**config.mk**
```make
export PLATFORM = sky130hd
export DESIGN_NAME = frame_strobe_sequencer
export DESIGN_NICKNAME = d
export VERILOG_FILES = /design/src/rtl/frame_cfg_pkg.sv /design/src/rtl/frame_crc16.sv /design/src/rtl/frame_strobe_sequencer.sv
export SDC_FILE = /design/constraint.sdc
export NUM_CORES = 1
export LEC_CHECK = 0
export ABC_AREA = 1
export CAP_MARGIN = 20
export CORE_AREA = 2 2 127 129
export DETAILED_ROUTE_END_ITERATION = 10
export DIE_AREA = 0 0 129 131
export DONT_BUFFER_PORTS = 1
export GPL_TIMING_DRIVEN = 0
export PLACE_DENSITY = 0.66
export SYNTH_ARGS = -nofsm -noshare
export SYNTH_HDL_FRONTEND = slang
export SYNTH_SLANG_ARGS = --single-unit
```
**constraint.sdc**
```tcl
create_clock -name UserCLK -period 2.2 [get_ports UserCLK]
set_input_delay 0.44 -clock UserCLK [delete_from_list [all_inputs] [get_ports UserCLK]]
set_output_delay 0.44 -clock UserCLK [all_outputs]
set_load 0.02 [all_outputs]
```
**src/rtl/frame_cfg_pkg.sv**
```systemverilog
// frame_cfg_pkg
//   Shared definitions for the column configuration-frame loader:
//   header sync/field positions, FSM state encoding, CRC-16-CCITT
//   constants and a one-word CRC update helper.
//   The CRC items are only referenced when FRAME_CRC_EN is defined.
package frame_cfg_pkg;

  localparam logic [7:0]  HDR_SYNC     = 8'hA5;
  localparam int          HDR_SYNC_MSB = 31;
  localparam int          HDR_SYNC_LSB = 24;
  localparam int          HDR_IDX_MSB  = 4;
  localparam int          HDR_IDX_LSB  = 0;
  localparam int          HDR_IDX_W    = HDR_IDX_MSB - HDR_IDX_LSB + 1;

  localparam logic [15:0] CRC16_POLY   = 16'h1021;
  localparam logic [15:0] CRC16_INIT   = 16'hFFFF;

  typedef enum logic [2:0] {
    ST_HDR    = 3'd0,
    ST_LOAD   = 3'd1,
    ST_CHK    = 3'd2,
    ST_STROBE = 3'd3,
    ST_GAP    = 3'd4
  } frame_state_e;

  // Advance a CRC-16-CCITT over one 32-bit word, MSB first.
  function automatic logic [15:0] crc16_word(input logic [15:0] crc_in,
                                             input logic [31:0] data);
    logic [15:0] c;
    c = crc_in;
    for (int i = 31; i >= 0; i--) begin
      if ((c[15] ^ data[i]) == 1'b1) begin
        c = {c[14:0], 1'b0} ^ CRC16_POLY;
      end else begin
        c = {c[14:0], 1'b0};
      end
    end
    return c;
  endfunction

endpackage

```
**src/rtl/frame_crc16.sv**
```systemverilog
// frame_crc16
//   Running CRC-16-CCITT over a stream of 32-bit words, one word per cycle.
//   Ports:
//     clk, rst_n  clock / async active-low reset (CRC returns to init value)
//     clr         load the init value (start of a new frame)
//     en          fold data into the CRC this cycle
//     data        32-bit word
//     crc         current CRC value (registered)
//   Only instantiated when FRAME_CRC_EN is defined.
module frame_crc16
  import frame_cfg_pkg::*;
(
  input  logic        clk,
  input  logic        rst_n,
  input  logic        clr,
  input  logic        en,
  input  logic [31:0] data,
  output logic [15:0] crc
);

  logic [15:0] crc_r;

  // CRC accumulator; clear has priority over a data update.
  always_ff @(posedge clk or negedge rst_n) begin
    if (!rst_n) begin
      crc_r <= CRC16_INIT;
    end else if (clr) begin
      crc_r <= CRC16_INIT;
    end else if (en) begin
      crc_r <= crc16_word(crc_r, data);
    end
  end

  assign crc = crc_r;

endmodule

```
**src/rtl/frame_strobe_sequencer.sv**
```systemverilog
// frame_strobe_sequencer
//   Loads one configuration frame for a fabric column from a word stream
//   (header + NumRows data words), assembles the full-column FrameData
//   vector and then pulses exactly one FrameStrobe line for STROBE_CYCLES
//   cycles, followed by a one-cycle gap.
//   Optional build macro: FRAME_CRC_EN adds a CHK state that takes one
//   trailer word whose [15:0] must match a CRC-16-CCITT of the data words.
//   Ports:
//     UserCLK, resetn  clock / async active-low reset
//     s_data, s_valid  input stream word and its valid
//     s_ready          word accepted when s_valid & s_ready (registered)
//     FrameData        row k at [k*FrameBitsPerRow +: FrameBitsPerRow]
//     FrameStrobe      one-hot frame strobe, zero when not strobing
//     busy             high whenever the FSM is not waiting for a header
//     frames_done      wrapping count of frames strobed since reset
//     err_sticky       header/CRC error seen; err_clr clears it
module frame_strobe_sequencer
  import frame_cfg_pkg::*;
#(
  parameter int FrameBitsPerRow = 32,
  parameter int MaxFramesPerCol = 20,
  parameter int NumRows         = 4,
  parameter int STROBE_CYCLES   = 2
)
(
  input  logic                                 UserCLK,
  input  logic                                 resetn,
  input  logic [FrameBitsPerRow-1:0]           s_data,
  input  logic                                 s_valid,
  output logic                                 s_ready,
  output logic [NumRows*FrameBitsPerRow-1:0]   FrameData,
  output logic [MaxFramesPerCol-1:0]           FrameStrobe,
  output logic                                 busy,
  output logic [15:0]                          frames_done,
  output logic                                 err_sticky,
  input  logic                                 err_clr
);

  localparam int RowW = (NumRows > 1) ? $clog2(NumRows) : 1;
  localparam int StbW = (STROBE_CYCLES > 1) ? $clog2(STROBE_CYCLES) : 1;
  localparam logic [RowW-1:0] LastRow = RowW'(NumRows - 1);
  localparam logic [StbW-1:0] LastStb = StbW'(STROBE_CYCLES - 1);

  frame_state_e                        state_r, next_state_s;
  logic [RowW-1:0]                     row_cnt_r;
  logic [StbW-1:0]                     stb_cnt_r;
  logic [HDR_IDX_W-1:0]                idx_r;
  logic                                drop_r;
  logic [NumRows*FrameBitsPerRow-1:0]  frame_data_r;
  logic [MaxFramesPerCol-1:0]          strobe_r;
  logic [MaxFramesPerCol-1:0]          strobe_dec_s;
  logic                                s_ready_r;
  logic                                busy_r;
  logic [15:0]                         frames_done_r;
  logic                                err_r;

  logic accept_s;
  logic hdr_ok_s;
  logic hdr_acc_s;
  logic row_wr_s;
  logic set_err_s;
  logic frame_end_s;

  assign accept_s = s_valid & s_ready_r;
  assign hdr_ok_s = (s_data[HDR_SYNC_MSB:HDR_SYNC_LSB] == HDR_SYNC) &&
                    ({27'd0, s_data[HDR_IDX_MSB:HDR_IDX_LSB]} < 32'(MaxFramesPerCol));

`ifdef FRAME_CRC_EN
  logic [15:0] crc_s;

  // The CRC restarts on every accepted header and folds in each LOAD word.
  frame_crc16 u_crc (
    .clk   (UserCLK),
    .rst_n (resetn),
    .clr   (hdr_acc_s),
    .en    ((state_r == ST_LOAD) && accept_s),
    .data  (s_data),
    .crc   (crc_s)
  );
`endif

  // Next-state and per-cycle control decode.
  always_comb begin
    next_state_s = state_r;
    hdr_acc_s    = 1'b0;
    row_wr_s     = 1'b0;
    set_err_s    = 1'b0;
    frame_end_s  = 1'b0;
    case (state_r)
      ST_HDR: begin
        if (accept_s) begin
          // Bad headers still enter LOAD so their data words are swallowed.
          next_state_s = ST_LOAD;
          hdr_acc_s    = 1'b1;
          set_err_s    = ~hdr_ok_s;
        end else begin
          next_state_s = ST_HDR;
        end
      end
      ST_LOAD: begin
        if (accept_s) begin
          row_wr_s = ~drop_r;
          if (row_cnt_r == LastRow) begin
`ifdef FRAME_CRC_EN
            next_state_s = ST_CHK;
`else
            next_state_s = drop_r ? ST_HDR : ST_STROBE;
`endif
          end else begin
            next_state_s = ST_LOAD;
          end
        end else begin
          next_state_s = ST_LOAD;
        end
      end
`ifdef FRAME_CRC_EN
      ST_CHK: begin
        if (accept_s) begin
          if (drop_r) begin
            next_state_s = ST_HDR;
          end else if (s_data[15:0] == crc_s) begin
            next_state_s = ST_STROBE;
          end else begin
            next_state_s = ST_HDR;
            set_err_s    = 1'b1;
          end
        end else begin
          next_state_s = ST_CHK;
        end
      end
`endif
      ST_STROBE: begin
        if (stb_cnt_r == LastStb) begin
          next_state_s = ST_GAP;
          frame_end_s  = 1'b1;
        end else begin
          next_state_s = ST_STROBE;
        end
      end
      ST_GAP: begin
        next_state_s = ST_HDR;
      end
      default: begin
        next_state_s = ST_HDR;
      end
    endcase
  end

  // One-hot decode of the captured frame index.
  always_comb begin
    strobe_dec_s = '0;
    for (int i = 0; i < MaxFramesPerCol; i++) begin
      if (idx_r == HDR_IDX_W'(i)) begin
        strobe_dec_s[i] = 1'b1;
      end else begin
        strobe_dec_s[i] = 1'b0;
      end
    end
  end

  // FSM state register.
  always_ff @(posedge UserCLK or negedge resetn) begin
    if (!resetn) begin
      state_r <= ST_HDR;
    end else begin
      state_r <= next_state_s;
    end
  end

  // Header capture (index, drop flag) and data-row counter.
  always_ff @(posedge UserCLK or negedge resetn) begin
    if (!resetn) begin
      idx_r     <= '0;
      drop_r    <= 1'b0;
      row_cnt_r <= '0;
    end else if (hdr_acc_s) begin
      idx_r     <= s_data[HDR_IDX_MSB:HDR_IDX_LSB];
      drop_r    <= ~hdr_ok_s;
      row_cnt_r <= '0;
    end else if ((state_r == ST_LOAD) && accept_s) begin
      row_cnt_r <= (row_cnt_r == LastRow) ? '0 : row_cnt_r + RowW'(1);
    end
  end

  // Strobe-length counter, running only while in STROBE.
  always_ff @(posedge UserCLK or negedge resetn) begin
    if (!resetn) begin
      stb_cnt_r <= '0;
    end else if ((state_r == ST_STROBE) && (stb_cnt_r != LastStb)) begin
      stb_cnt_r <= stb_cnt_r + StbW'(1);
    end else begin
      stb_cnt_r <= '0;
    end
  end

  // FrameData bank: written only by LOAD words of a good frame, so it is
  // stable across the whole strobe and gap.
  always_ff @(posedge UserCLK or negedge resetn) begin
    if (!resetn) begin
      frame_data_r <= '0;
    end else begin
      for (int k = 0; k < NumRows; k++) begin
        if (row_wr_s && (row_cnt_r == RowW'(k))) begin
          frame_data_r[k*FrameBitsPerRow +: FrameBitsPerRow] <= s_data;
        end
      end
    end
  end

  // Outputs are registered from the next state so they line up with it.
  always_ff @(posedge UserCLK or negedge resetn) begin
    if (!resetn) begin
      s_ready_r <= 1'b1;
      busy_r    <= 1'b0;
      strobe_r  <= '0;
    end else begin
      s_ready_r <= (next_state_s == ST_HDR) || (next_state_s == ST_LOAD) ||
                   (next_state_s == ST_CHK);
      busy_r    <= (next_state_s != ST_HDR);
      strobe_r  <= (next_state_s == ST_STROBE) ? strobe_dec_s : '0;
    end
  end

  // Completed-frame counter; becomes visible in the GAP cycle.
  always_ff @(posedge UserCLK or negedge resetn) begin
    if (!resetn) begin
      frames_done_r <= 16'd0;
    end else if (frame_end_s) begin
      frames_done_r <= frames_done_r + 16'd1;
    end
  end

  // Sticky error flag; a new error beats a simultaneous clear.
  always_ff @(posedge UserCLK or negedge resetn) begin
    if (!resetn) begin
      err_r <= 1'b0;
    end else if (set_err_s) begin
      err_r <= 1'b1;
    end else if (err_clr) begin
      err_r <= 1'b0;
    end
  end

  assign s_ready     = s_ready_r;
  assign FrameData   = frame_data_r;
  assign FrameStrobe = strobe_r;
  assign busy        = busy_r;
  assign frames_done = frames_done_r;
  assign err_sticky  = err_r;

endmodule

```
* Word level (Yosys, flattened, before mapping)
Cells that the tools add are included. Widths: inputs -> output; s select.
Cells by class: divide/modulo/power cells 0, order comparisons 1, shift operators 0, add/subtract/negate cells 3, multiply operators 0, reduce and logical (&&, ||, !) cells 16, bitwise operators 4, muxes and demuxes 41, equality and inequality tests 28
Operators with widths (number):
- $eq 5x4->1 const B | 8
- $mux 1 | 32
- $eq 5x3->1 const B | 4
- $eq 5x5->1 const B | 4
- $mux 20 | 1
- $add 16x1->16 const B | 1
- $eq 5x2->1 const B | 2
- $mux 2 | 5
- $eq 3x2->1 const B | 3
- $pmux 3 s3 | 1
- $eq 8x8->1 const B | 1
- $logic_and 1x1->1 | 7
- $eq 3x1->1 const B | 2
- $logic_not 3->1 | 2
- $mux 3 | 2
- $eq 5x1->1 const B | 1
- $logic_not 5->1 | 1
- $lt 5x5->1 const B | 1
- $eq 2x2->1 const B | 2
- $reduce_bool 2->1 | 2
- $not 1->1 | 3
- $reduce_bool 3->1 | 1
- $add 2x1->2 const B | 1
- $eq 2x1->1 const B | 1
- 4 further kinds | 5
Word-level totals: memories kept 0, bits in writable memories 0, input bits 36, output and inout bits 167, register bits after elaboration 179, ROM bits 0, bits in latches 0

* Logic depth before layout (Yosys ltp)
depth after elaboration 7, mapped depth 8

* Worst setup path after synthesis
No wires, ideal clock.
path type reg2reg, from register s_ready_r (netlist: s_ready), to register frame_data_r[107] (netlist: FrameData[107]), data required time 2070 ps, clock period less this slack 1631 ps, cell stages (with the launch flop) 8, path buffers 2, arrival 1501 ps, slack 569 ps, cells stage by stage dfstp_2 nand2_1 nor2_1 nand3_2 buf_2 buf_2 nand2_1 o21ai_0
On the way: cells in the longest elaborated chain, start to end 4
RTL lines:
- start: declaration | line frame_strobe_sequencer.sv:52 | logic s_ready_r;
- start signal: assignment | line frame_strobe_sequencer.sv:217 | s_ready_r <= (next_state_s == ST_HDR) || (next_state_s == ST_LOAD) ||
- $and 1x1->1 | line frame_strobe_sequencer.sv:64 | assign accept_s = s_valid & s_ready_r;
- $mux 1 | line frame_strobe_sequencer.sv:101 | if (accept_s) begin
- $mux 1 | line frame_strobe_sequencer.sv:89 | case (state_r)
- $logic_and 1x1->1 | line frame_strobe_sequencer.sv:203 | if (row_wr_s && (row_cnt_r == RowW'(k))) begin
- end signal: indexed assignment | line frame_strobe_sequencer.sv:204 | frame_data_r[k*FrameBitsPerRow +: FrameBitsPerRow] <= s_data;
- end: declaration | line frame_strobe_sequencer.sv:49 | logic [NumRows*FrameBitsPerRow-1:0] frame_data_r;
No other way between the ends. A chain may end at the register's enable or synchronous reset.

* Final worst setup path
from register s_ready_r (netlist: s_ready), to register frame_data_r[36] (netlist: FrameData[36])
Same word-level chain as after synthesis.

==> results.md <==
* Mapped Cells at roughly 700
* Initial core utilization at between 40% and 50%
* Flop and latch count out of synthesis at 179
* Routed len/inst at ~18 µm
* Final antenna diode count at 0
* Sequential area share after synthesis at between 60 and 70%
* Die area at 16900 µm²
* Post-layout min period at just over 2 ns
* Synth Net Count at approximately 750
* Power per cell area at 1483 nW/µm²
* Via Count at between 5000 and 6000
* Internal power at 6.841 mW
* DP HPWL at 12380 µm
* Status: finished, violations left
* Final number of setup-violating endpoints at 0
* Number of cell rows at between 40 and 50
* Required time of the critical path at between 2 and 2.5 ns
* Clk sinks at 179
* Post-Syn Area at roughly 6800 µm²
* Final hold slack at -0.2939 ns
* Nets at slightly below 800
* Grt ovf at 0
* Largest net degree at the start of global routing at 180
* Max FO, Critical Path at 10
* Count of filler cells inserted in the layout at between 1000 and 1500
* Initial drt markers at ~360
* Drt total wl at 17600 µm
* Worst setup SP type: flip-flop
* Worst Tran Pin Value at about 0.56 ns
* Critical path class: reg2reg
* Gpl congestion at about 0.78
* Clock root buffer: clkbuf_16
* Num ports at ~200
* Max Slew Vio Count at 0
* Flop pwr share at around 58%
* Clock Skew at between 0.01 and 0.015 ns
* Core area at about 16000 µm²
* YS warnings at 0
* Clock network power share at a little over a quarter
* Fin crit share at 91.91%
* Most common cell after layout, fill and taps aside: nand2_1
* Die Span X at 129 µm
* Commonest non-fill, non-tap cells in the layout: 194 x nand2_1, 178 x dfrtp_1, 140 x o21ai_0
* P_leak at 3.737 nW
* Syn avg cell area at 9.633 µm²
* Die height at between 100 and 150 µm
* Yosys cell types at 20
* Sw Pwr at ~4.6 mW
* Vias in the first global route at approximately 4900
* Proportion of layout cells with a drive suffix above 1 at 6.065%
* VDD IR max at ~500 µV
* Post-CTS Setup Bufs at 0
* Clk slew on worst S/H paths at ~0.060 ns
* Number of port buffers at 0
* Setup TNS Final at 0 ns
* Tightest Hold Check Type: in2async
* Num CTS Buffers at 17
* RSZ-0062 raised after global routing: no
* CTS tree: yes
* Arr. time, crit path at around 2.3 ns
* First-pass GRT wire length at 26880 µm
* Worst relative slew slack at 62.38%
* Avg Vias per Cell at 5.299
* Nature of the critical path endpoint: flip-flop
* Fin util at about 50%
* Final ANT Viol Nets at 0
* Area growth from synthesis to final layout at 12.82%
* Fmax at 494.6 MHz
* Later-pin clock latency in the skew report at about 0.43 ns
* H-tree depth at 4
* 1st-pass router iterations at 5
* Gr usage total at between 20% and 30%
* Combinational power share at 15.8%
* Clock tree buffer depth at 2
* # DRC at 0
* Net Sw Frac at approximately two fifths
* Initial antenna violation count at 0
* Failing checks: hold timing
* Fin. Hold Viols at 179
* Max Cap Violations at 0
[registers in the layout, summed over array words and instances, names as in the netlist]
| signal | count |
|---|---|
| state_r | 3 |
| idx_r | 5 |
| stb_cnt_r | 1 |
| FrameData | 128 |
| drop_r | 1 |
| err_sticky | 1 |
| frames_done | 16 |
| s_ready | 1 |
| FrameStrobe | 20 |
| row_cnt_r | 2 |
| busy | 1 |
[cells by family (layout without fill, tap and decap cells)]
logic type | count (synthesis) | in the layout | share of synthesized area (%)
AO/OA/AOI/OAI | 145 | 145 | 10.63
XOR/XNOR | 7 | 7 | 0.8952
adder cells (fa/ha/maj) | 5 | 5 | 0.9134
buffers and inverters | 92 | 123 | 5.188
flip-flops | 179 | 179 | 65.42
AND/OR/NAND/NOR | 283 | 283 | 16.95
[synthesized netlist by cell type]
master | instances | area [µm²]
nand2_1 | 194 | 728.2
dfrtp_1 | 178 | 4454
o21ai_0 | 140 | 700.7
inv_1 | 61 | 229.0
nor2_1 | 47 | 176.4
nand3_1 | 24 | 120.1
clkbuf_1 | 22 | 82.58
buf_2 | 8 | 40.04
nand4_1 | 6 | 37.54
ha_1 | 5 | 62.56
nand3_2 | 4 | 40.04
nor3_1 | 4 | 20.02
o21ai_1 | 4 | 20.02
xor2_1 | 4 | 35.03
nand3b_1 | 3 | 22.52
xnor2_1 | 3 | 26.28
clkinv_1 | 1 | 3.750
dfstp_2 | 1 | 26.28
nor3_4 | 1 | 16.27
o31ai_1 | 1 | 7.510
[repair_timing]
action | 4_1_cts | 5_1_grt
setup endpoints to repair | 0 | 67
hold endpoints to repair | 179 | 179
gates resized for setup | 0 | 2
[final timing paths]
check	cells past startpoint	to	slack [ns]	start
worst min register to register	2	idx_r[1]	0.57	idx_r[1]
worst max-delay path	6	FrameData[36]	0.18	s_ready
max in group asynchronous	0	frames_done[13]	2.05	resetn
min in group UserCLK	1	err_sticky	0.13	err_clr
worst min-delay path	0	frames_done[8]	-0.29	resetn
worst max register to register	6	FrameData[36]	0.18	s_ready
[per-layer routing]
layer / wire, µm / GRT usage (%)
met5: 0 / 0
met4: 318 / 8.504
met3: 1466 / 7.125
met2: 8613 / 33.71
met1: 7203 / 26.06
[cell type report]
cell class	count	area, µm²	share of cell area, %
Buffer	30	122.6	1.587
Clock buffer	23	498.0	6.444
Clock inverter	8	100.1	1.295
Inverter	62	232.7	3.012
Multi-Input combinational cell	440	2023	26.18
Sequential cell	179	4481	57.98
Tap cell	216	270.3	3.497
[critical path, cell delays in order, from the launching register on]
cell and delay, ns:
dfstp_2 0.59, nand2_1 0.13, nor2_2 0.29, nand3_2 0.29, clkbuf_1 0.35, nand2_1 0.14, o21ai_0 0.09
[per-stage QoR]
step / setup slack (ns) / cells / area [µm²] / total power [mW]
global placement: 0.1167 / 927 / 7119 / 8.272
floorplan: 0.5685 / 711 / 6849 / 7.647
finish: 0.1780 / 958 / 7727 / 11.46
global route: 0.008278 / 958 / 7727 / 12.10
detailed placement: 0.05129 / 927 / 7119 / 8.452
CTS: 0.04153 / 958 / 7717 / 11.51
[power by group through the flow]
| stage | Sequential (mW) | Combinational [mW] | Clock, mW |
|---|---|---|---|
| floorplan | 6.29 | 1.35 | 0 |
| global placement | 6.62 | 1.65 | 0 |
| detailed placement | 6.66 | 1.80 | 0 |
| CTS | 6.62 | 1.79 | 3.09 |
| global route | 6.74 | 2.12 | 3.24 |
| finish | 6.61 | 1.81 | 3.04 |
No activity file was read; power rests on OpenSTA's default activity.
==> RTL edit 1 (same flow settings) <==
Change the parameter `STROBE_CYCLES` from 2 to 1.
--- a/src/rtl/frame_strobe_sequencer.sv
+++ b/src/rtl/frame_strobe_sequencer.sv
@@ -21,5 +21,5 @@
   parameter int MaxFramesPerCol = 20,
   parameter int NumRows         = 4,
-  parameter int STROBE_CYCLES   = 2
+  parameter int STROBE_CYCLES   = 1
 )
 (
Behaviour: not the same (a bounded check fails within 10 cycles, from zero or initial values and one cycle with resetn low).
==> RTL edit 1 against the unedited design <==
- the run still ends with hold timing left
- sequential power rose by 0.9%
- non-clock buffer count down 2
- sequential cell count unchanged
- routed wire length is 2.5% lower
- setup slack better by 150 ps
- area after synthesis barely moved
- sequential share of layout area up 0.28 points
- final area is 0.49% lower
- total power down 0.99%
- final cell count decreased by 1.3%
- critical path type unchanged
==> RTL edit 1: results (changes against the unedited design) <==
Yosys
The number of instances in the synthesized netlist came to 698 (-1.8%). The share of the yosys chip area belonging to registers came to 65.4% (about the same). The mux share of post-synthesis cell area is 0% (unchanged). The number of nets produced by synthesis was 739 (-1.7%). The post-synthesis xor/xnor area fraction is 0.894% (about the same). The commonest cells after synthesis are nand2_1, dfrtp_1, o21ai_0, inv_1, o21ai_1. The number of unique standard cell types used by synthesis is 27 (+35%).

The post-synthesis adder-cell area fraction is 0.913% (about the same). By area the synthesized netlist is led by dfrtp_1, nand2_1, o21ai_0, o21ai_1, inv_1.

Status
The flow ran to the end, but the final reports show violations. The final reports fail on hold timing.

STA
The worst clock skew was 8.67 ps (-3.06 ps). The worst hold slack after final layout is -290 ps (+3.56 ps). The count of final hold-check violations is 179 (unchanged).

Cells and area
The net total in the final layout is 758 (-1.7%). The share of cells above drive strength 1 is 9.59% (+3.5 points).

Global route
The via count of the first global-routing pass is 4,876 (-0.27%). The overall global routing resource usage is 20.7% (-0.24 points).

Placed design
The worst setup slack after placement is 141 ps (+89.5 ps). The global placement routability congestion is 0.859 (+9.6%). The post-placement cell count is 914 (-1.4%). The detailed-placement wirelength estimate was 12,200 um (-1.1%).

Detailed routing
The routed via count divided by cell count came to 5.21 (-1.7%). The wire length per cell was 18.1 um (-1.3%). The count of TritonRoute iterations in the first routing pass came to 5 (unchanged). The violation count after the first detailed-routing iteration is 356 (-2.2%).

Pwr
The leakage power of the design is 3.72 nW (-0.34%). The internal power summed over all cells is 0.00670 W (-2.0%). The power share of the clock group is 25.4% (-1.2 points). The maximum VDD drop is 0.559 mV (+8.9%).

Clock network
The post-CTS setup buffer count is 0 (unchanged).

Critical path
The logic depth of the worst register-to-register path is 5 (-1).
RTL edit 1: stage by stage:
stage,cell area (sq um),power [W],util (%)
after floorplan,6860,0.00776,-
after global placement,7130,0.00837,45.7
after detailed placement,7130,0.00853,45.7
after CTS,7690,0.0114,49.3
after global routing,7690,0.0120,49.3
final,7690,0.0113,49.3
RTL edit 1: cells by family (layout without fill, tap and decap cells):
family                     after synthesis  count (layout)
xor gates and xnor gates                 7               7
AOI/OAI and AO/OA                      143             143
DFF                                    179             179
and+or+nand+nor                        275             275
buffers and inverters                   88             120
adders and majority gates                5               5
other                                    1               1
RTL edit 1: worst max-delay path, delay by kind of cell, from the launching register on:
kind | cells | cell delay, ps
compound gates | 1 | 230
simple gates | 3 | 670
buf+inv | 1 | 300
flops | 1 | 590
RTL edit 1: worst paths after layout:
check / start / endpoint / slack [ps]
max: s_ready / FrameData[41] / 320
min: resetn / frames_done[2] / -290
max reg2reg: s_ready / FrameData[41] / 320
min reg2reg: idx_r[4] / FrameStrobe[1] / 550
max in group asynchronous: resetn / FrameData[92] / 2070
min in group UserCLK: err_clr / err_sticky / 110
RTL edit 1: final cells by class:
class / count / area (sq um)
tap: 216 / 270
buffer: 28 / 160
clock inverter: 12 / 105
fill: 1447 / 7910
sequential: 179 / 4480
clock buffer: 20 / 457
multi-input combinational: 431 / 1990
inverter: 60 / 225
RTL edit 1: what timing repair did:
action | in CTS | in global routing
gates resized for setup | 0 | 1
endpoints found under the hold margin | 179 | 179
setup endpoints to repair | 0 | 2
RTL edit 1: metal layers:
layer  track usage, %  share of wire [%]
met4             7.16                1.7
met1             26.3                 42
met2             33.2                 49
met5                0                  0
met3             7.13                7.8
==> RTL edit 2 (same flow settings) <==
Made on the original files. Make the reset (`resetn`) synchronous in 7 clocked blocks. Comments in the files are not updated.
--- a/src/rtl/frame_strobe_sequencer.sv
+++ b/src/rtl/frame_strobe_sequencer.sv
@@ -160,5 +160,5 @@
 
   // FSM state register.
-  always_ff @(posedge UserCLK or negedge resetn) begin
+  always_ff @(posedge UserCLK) begin
     if (!resetn) begin
       state_r <= ST_HDR;
@@ -169,5 +169,5 @@
 
   // Header capture (index, drop flag) and data-row counter.
-  always_ff @(posedge UserCLK or negedge resetn) begin
+  always_ff @(posedge UserCLK) begin
     if (!resetn) begin
       idx_r     <= '0;
@@ -184,5 +184,5 @@
 
   // Strobe-length counter, running only while in STROBE.
-  always_ff @(posedge UserCLK or negedge resetn) begin
+  always_ff @(posedge UserCLK) begin
     if (!resetn) begin
       stb_cnt_r <= '0;
@@ -196,5 +196,5 @@
   // FrameData bank: written only by LOAD words of a good frame, so it is
   // stable across the whole strobe and gap.
-  always_ff @(posedge UserCLK or negedge resetn) begin
+  always_ff @(posedge UserCLK) begin
     if (!resetn) begin
       frame_data_r <= '0;
@@ -209,5 +209,5 @@
 
   // Outputs are registered from the next state so they line up with it.
-  always_ff @(posedge UserCLK or negedge resetn) begin
+  always_ff @(posedge UserCLK) begin
     if (!resetn) begin
       s_ready_r <= 1'b1;
@@ -223,5 +223,5 @@
 
   // Completed-frame counter; becomes visible in the GAP cycle.
-  always_ff @(posedge UserCLK or negedge resetn) begin
+  always_ff @(posedge UserCLK) begin
     if (!resetn) begin
       frames_done_r <= 16'd0;
@@ -232,5 +232,5 @@
 
   // Sticky error flag; a new error beats a simultaneous clear.
-  always_ff @(posedge UserCLK or negedge resetn) begin
+  always_ff @(posedge UserCLK) begin
     if (!resetn) begin
       err_r <= 1'b0;
Behaviour: differs if resetn is asserted again (counterexample within 4 cycles, from zero or initial values and one cycle with resetn low); with resetn held inactive, the same outputs for 10 cycles.
==> RTL edit 2 against the unedited design <==
- setup slack improved by 120 ps
- final area down 5.3%
- sequential cell count unchanged
- routed wire length up 2.9%
- area after synthesis decreased by 6.0%
- largest cell class unchanged
Power is not compared: it rests on default switching activity, and its combinational part moved more than twofold at a synthesized area within 25%.
==> RTL edit 2: results (changes against the unedited design) <==
Status
The run finished with clean final reports.

Placed design
The detailed-placement wirelength estimate came to 13,100 um (+5.6%). The instance area at placement was 6710 sq um (-5.7%). The post-placement cell count is 1,055 (+14%).

The global placement routability congestion came to 0.784 (about the same).

Critical path
The critical path starts at s_ready. Following the worst setup path forward leads to its endpoint at FrameData[79]. The start of the worst register-to-register path is s_ready.

Global route
The met2 track utilization from global routing is 34.2% (+0.53 points). The via count of the first global-routing pass is 4,941 (+1.1%). The fraction of met1 tracks used by global routing is 27.3% (+1.3 points). The overall global routing resource usage came to 21.7% (+0.81 points). The global-route wire length before repair came to 27,800 um (+3.4%).

Yosys
The share of the yosys chip area belonging to registers is 55.6% (-9.8 points). Sorting the synthesized cells by area gives the leading types as dfxtp_1, nor2_1, nand2_1, o21ai_0, a21oi_1. Ranked by instance count, the synthesized netlist is headed by nor2_1, dfxtp_1, nand2_1, o21ai_0, a21oi_1. The number of unique standard cell types used by synthesis is 24 (+20%). The post-synthesis xor/xnor area fraction is 0.136% (-0.76 points). The post-synthesis adder-cell area fraction is 0.971% (+0.058 points).

Pwr
The design draws 0.00675 W.

Detailed routing
The violation count after the first detailed-routing iteration is 317 (-13%). The wire length on met3 was 1880 um (+28%).

Min path
The kind of path behind the tightest hold check is input port to flop.

STA
The worst hold slack after final layout was 128 ps (+422 ps).

Cells and area
The net total in the final layout came to 899 (+17%).
RTL edit 2: changes by cell type after synthesis, moves of 13 or more:
cell / unedited run / this run
nor2_1: 47 / 234
nor3_1: 4 / 22
dfxtp_1: 0 / 179
o21ai_0: 140 / 90
inv_1: 61 / 40
nand3_1: 24 / 9
dfrtp_1: 178 / 0
nand2_1: 194 / 132
o21ai_1: 4 / 19
a21oi_1: 0 / 41
buf_2: 8 / 21
RTL edit 2: area by class of cell:
| cell class | instances | area [sq um] |
|---|---|---|
| Tap cell | 216 | 270 |
| Multi-Input combinational cell | 572 | 2500 |
| Clock inverter | 14 | 179 |
| Inverter | 45 | 169 |
| Clock buffer | 18 | 429 |
| Sequential cell | 179 | 3580 |
| Fill cell | 1600 | 8280 |
| Buffer | 43 | 188 |
RTL edit 2: critical path, stage by stage (launching register included):
cell     delay (ps)
dfxtp_1         480
nand2_1         160
nor2_1          280
nand2_2         150
nor2_4          220
inv_2           120
buf_2           200
nor2_1          120
nor2_1           60
